**src/rtl/speed_pi_controller.sv**
```systemverilog
// Speed PI loop: captures a measured/target speed pair, runs a 4-state error/integrate/output
// sequence to produce duty and direction, and drives an 8-bit PWM for the H-bridge enable.
module speed_pi_controller #(
  parameter int KP_SHIFT  = 1,
  parameter int KI_SHIFT  = 3,
  parameter int INT_LIMIT = 2040
) (
  input  logic       clock,
  input  logic       resetn,
  input  logic       enable,
  input  logic       sample_valid,
  input  logic [7:0] measured_speed,
  input  logic [7:0] target_speed,
  output logic [7:0] duty,
  output logic       direction,
  output logic       pwm_out,
  output logic       update_done
);

  typedef enum logic [1:0] {
    S_IDLE,
    S_ERROR,
    S_INTEGRATE,
    S_OUTPUT
  } state_t;

  localparam logic signed [15:0] LIM_P = 16'(INT_LIMIT);
  localparam logic signed [15:0] LIM_N = 16'(-INT_LIMIT);

  state_t state, state_nxt;

  logic signed [7:0]  tgt_q, meas_q;
  logic signed [8:0]  err_q, err_d;
  logic signed [15:0] integ_q, integ_sum, integ_clamped;
  logic signed [17:0] p_term, i_ext, i_term, u_val;
  logic        [17:0] u_mag;
  logic        [7:0]  duty_d;

  logic [7:0] pwm_cnt;
  logic [7:0] pwm_duty;

  // ---------------- control FSM ----------------
  always_comb begin
    state_nxt = state;
    case (state)
      S_IDLE:      if (sample_valid) state_nxt = S_ERROR;
      S_ERROR:     state_nxt = S_INTEGRATE;
      S_INTEGRATE: state_nxt = S_OUTPUT;
      S_OUTPUT:    state_nxt = S_IDLE;
      default:     state_nxt = S_IDLE;
    endcase
    if (!enable) state_nxt = S_IDLE;
  end

  // ---------------- datapath arithmetic ----------------
  always_comb begin
    err_d     = {tgt_q[7], tgt_q} - {meas_q[7], meas_q};
    integ_sum = integ_q + {{7{err_q[8]}}, err_q};
    if (integ_sum > LIM_P)
      integ_clamped = LIM_P;
    else if (integ_sum < LIM_N)
      integ_clamped = LIM_N;
    else
      integ_clamped = integ_sum;
  end

  // Both shifts are on signed operands so >>> floors toward minus infinity.
  always_comb begin
    p_term = {{9{err_q[8]}}, err_q};
    p_term = p_term <<< KP_SHIFT;
    i_ext  = {{2{integ_q[15]}}, integ_q};
    i_term = i_ext >>> KI_SHIFT;
    u_val  = p_term + i_term;
    u_mag  = u_val[17] ? 18'(-u_val) : 18'(u_val);
    duty_d = (u_mag > 18'd255) ? 8'hFF : u_mag[7:0];
  end

  always_ff @(posedge clock) begin
    if (!resetn) begin
      state       <= S_IDLE;
      tgt_q       <= '0;
      meas_q      <= '0;
      err_q       <= '0;
      integ_q     <= '0;
      duty        <= '0;
      direction   <= 1'b0;
      update_done <= 1'b0;
    end else begin
      state       <= state_nxt;
      update_done <= 1'b0;
      if (!enable) begin
        // Abandon any computation; direction intentionally keeps its last value.
        integ_q <= '0;
        duty    <= '0;
      end else begin
        case (state)
          S_IDLE: if (sample_valid) begin
            tgt_q  <= target_speed;
            meas_q <= measured_speed;
          end
          S_ERROR:     err_q   <= err_d;
          S_INTEGRATE: integ_q <= integ_clamped;
          S_OUTPUT: begin
            duty        <= duty_d;
            direction   <= u_val[17];
            update_done <= 1'b1;
          end
          default: ;
        endcase
      end
    end
  end

  // ---------------- PWM ----------------
  // New duty is picked up only at the wrap so a period is never split.
  always_ff @(posedge clock) begin
    if (!resetn) begin
      pwm_cnt  <= '0;
      pwm_duty <= '0;
      pwm_out  <= 1'b0;
    end else begin
      pwm_cnt <= pwm_cnt + 8'd1;
      if (pwm_cnt == 8'hFF) pwm_duty <= duty;
      pwm_out <= (pwm_cnt < pwm_duty);
    end
  end

endmodule

```
**config.mk**
```make
export PLATFORM = sky130hd
export DESIGN_NAME = speed_pi_controller
export DESIGN_NICKNAME = d
export VERILOG_FILES = /design/src/rtl/speed_pi_controller.sv
export SDC_FILE = /design/constraint.sdc
export NUM_CORES = 1
export LEC_CHECK = 0
export ABC_AREA = 1
export CORE_MARGIN = 1.5
export CORE_UTILIZATION = 60
export CTS_BUF_LIST = sky130_fd_sc_hd__clkbuf_4 sky130_fd_sc_hd__clkbuf_8
export DETAILED_ROUTE_END_ITERATION = 8
export GPL_ROUTABILITY_DRIVEN = 0
export MAX_ROUTING_LAYER = met4
export PLACE_DENSITY = 0.8
export SLEW_MARGIN = 10
export SYNTH_ARGS = -nofsm -noshare
export SYNTH_HDL_FRONTEND = slang
export SYNTH_SLANG_ARGS = --single-unit
```
**constraint.sdc**
```tcl
create_clock -name clock -period 3.3 [get_ports clock]
set_input_delay 0.33 -clock clock [delete_from_list [all_inputs] [get_ports clock]]
set_output_delay 0.33 -clock clock [all_outputs]
set_load 0.02 [all_outputs]
```
==> flow_metrics.tcl <==
set metrics [dict create \
    timing.fmax_mhz 322 \
    syn_inst 776 \
    relSlewSlack_pct 35.8 \
    fin_ws_ns 0.194 \
    ys_types 39 \
    hold_class "flop to flop" \
    cts.path.max_buffers 2 \
    layout.cells.non_filler 918 \
    cts_setup_buffers 0 \
    yosysWarnings 0 \
    power.density_mw_per_mm2 352 \
    slew_viol_final 0 \
    cts-root-buf "clkbuf_8" \
    n_antenna_cell 0 \
    ir_drop_v 0.000274 \
    dieWidth_microns 95.4 \
    path_clk_slew_ns 0.08 \
    drive_gt1_share_pct 8.36 \
    dp_hpwl_microns 9440 \
    synth_top_area_share_pct 27.4 \
    wirelength_microns 12400 \
    nNetsFinal 877 \
    synth-async-reset-ratio_pct 0 \
    dieArea_sq_mm 0.00909 \
    syn_to_final_growth_pct 12.7 \
    htreeDepth 3 \
    grt_pass1_vias 4694 \
    hold_ws_ns 0.455 \
    setup_viol 0 \
    netlist_area_sq_mm 0.00512 \
    drtPass1Iterations 5 \
    fin_crit_ns 3.11 \
    grt_overflow_total 0 \
    io_pins 31 \
    cts_tree "done" \
    wl_per_cell_microns 13.5 \
    crit_arrival_ns 3.36 \
    initial_core_util_pct 62.0 \
    drtIter0Drc 279 \
    grt_pass1_wl_microns 20300 \
    hold_violations 0 \
    cp-end-kind "flop" \
    placedCellCount 902 \
    ys.flop_type "dfxtp_1" \
    final_cell_mix "nand2_1, inv_1, nor2_1" \
    mostFrequentLayoutCell "nand2_1" \
    die_y_microns 95.4 \
    worstSkewPairLatency_ns 0.34 \
    numClockSinks 70 \
    fp.coreArea_sq_mm 0.00826 \
    critical_path.startpoint_type "flop" \
    synth_edf_count 0 \
    path_class "flop to flop" \
    min_period_over_period_pct 94.1 \
    power.leakage_nw 2.73 \
    required_ns 3.55 \
    num_rows 33 \
    drc 0 \
    ys_seq_area_share_pct 27.4 \
    post-place-ws_ns 0.156 \
    synth_top_area_cell "dfxtp_1" \
    grt_max_degree 38 \
    drv_cap 0 \
    skew_ns 0.0118 \
    synth.area.top_cells "dfxtp_1, nand2_1, ha_1" \
    cts_buffers 9 \
    vias 5120 \
    via_per_inst 5.58 \
    antenna_found_initial 0 \
    gr-usage-all-layers_pct 28.9 \
    synth.net_count 845 \
    p_total_w 0.00203 \
    ys_ff_latch 70 \
    portBuffers 30 \
    setup_tns_ns 0 \
    tightest_slew_ns 0.961 \
    antenna_left 0 \
    cp_max_fo 7 \
    postSynthAreaPerCell_sq_um 6.59 \
    outcome "complete, no violations" \
]
-- worst paths after layout --
check	startpoint	end	slack (ns)	depth (start not counted)
setup / recovery	err_q[6]	integ_q[5]	0.19	18
hold / removal	tgt_q[4]	tgt_q[4]	0.45	2
setup reg to reg	err_q[6]	integ_q[5]	0.19	18
hold reg to reg	tgt_q[4]	tgt_q[4]	0.45	2
-- sequential cells by signal, summed over array words and instances (netlist names) --
name,cells
integ_q,16
err_q,9
duty,8
meas_q,8
pwm_cnt,8
pwm_duty,8
tgt_q,8
state,2
direction,1
pwm_out,1
update_done,1
-- synth_stat cells, types with 2 or more instances --
cell type / instances
a31oi_1: 5
o211ai_1: 2
fa_1: 3
nand2_4: 3
o21ai_1: 4
nand4_1: 3
nand2_1: 160
o21a_1: 2
nor2_2: 3
ha_1: 46
a22o_1: 2
nand2_2: 13
nand3_2: 8
nor3_1: 5
inv_1: 115
a21oi_1: 75
clkbuf_1: 13
o21ai_2: 2
dfxtp_1: 70
nor3b_1: 3
nor2_4: 3
a21oi_2: 2
o21bai_1: 4
nor4_1: 2
xor2_1: 16
nor2_1: 78
xnor2_1: 2
nand3_1: 66
o21ai_0: 53
inv_2: 4
-- where the power goes --
| part | internal (W) | total (W) | switching [W] |
|---|---|---|---|
| combinational | 0.000161 | 0.000429 | 0.000269 |
| clock | 0.000363 | 0.000703 | 0.000340 |
| sequential | 0.000873 | 0.000896 | 0.0000230 |
| total | 0.00140 | 0.00203 | 0.000632 |
-- critical path, stage by stage, from the launching register on --
cell,delay [ns]
dfxtp_1,0.37
ha_1,0.42
nand2_1,0.10
nand2_1,0.07
a31oi_1,0.22
nor2_1,0.06
nor2_1,0.17
nand2_1,0.08
nand2_1,0.06
nand2_1,0.09
nor4_2,0.28
nand3b_1,0.11
ha_1,0.31
nor2_1,0.17
buf_4,0.18
nand2_1,0.05
o21ai_0,0.09
inv_1,0.06
a21oi_1,0.13
-- stage by stage --
stage	util (%)	area [sq um]
after detailed placement	67.0	5530
final	69.8	5770
after floorplan	-	5120
after global placement	67.0	5530
after CTS	69.4	5730
after global routing	69.8	5770
-- cells by family (layout without fill, tap and decap cells) --
family	Yosys count	count (layout)	synth area share (%)
DFF	70	70	27.4
xor gates and xnor gates	18	18	3.08
adders and majority gates	49	49	12.4
AOI/OAI and AO/OA	157	157	16.7
and+or+nand+nor	349	349	30.6
buffers and inverters	133	170	9.83
-- layout make-up --
cell class                      count  area [sq um]
Clock buffer                       10           131
Clock inverter                      6          71.3
Fill cell                         691          2490
Inverter                          119           447
Multi-Input combinational cell    573          3240
Sequential cell                    70          1410
Tap cell                          105           131
Timing Repair Buffer               35           338
-- layer usage --
| metal | GRT usage, % | vias to the layer above | wire [microns] |
|---|---|---|---|
| met5 | - | - | 0 |
| met4 | 8.21 | 0 | 235 |
| met3 | 5.18 | 30 | 722 |
| met2 | 48.5 | 174 | 5980 |
| met1 | 35.4 | 2320 | 5500 |
| li1 | - | 2596 | - |
-- timing repair --
item,CTS,global route
resized for setup,0,10
hold buffers,0,0
hold endpoints to repair,0,0
endpoints found under the setup margin,0,14
(Power assumes the default switching activity.)
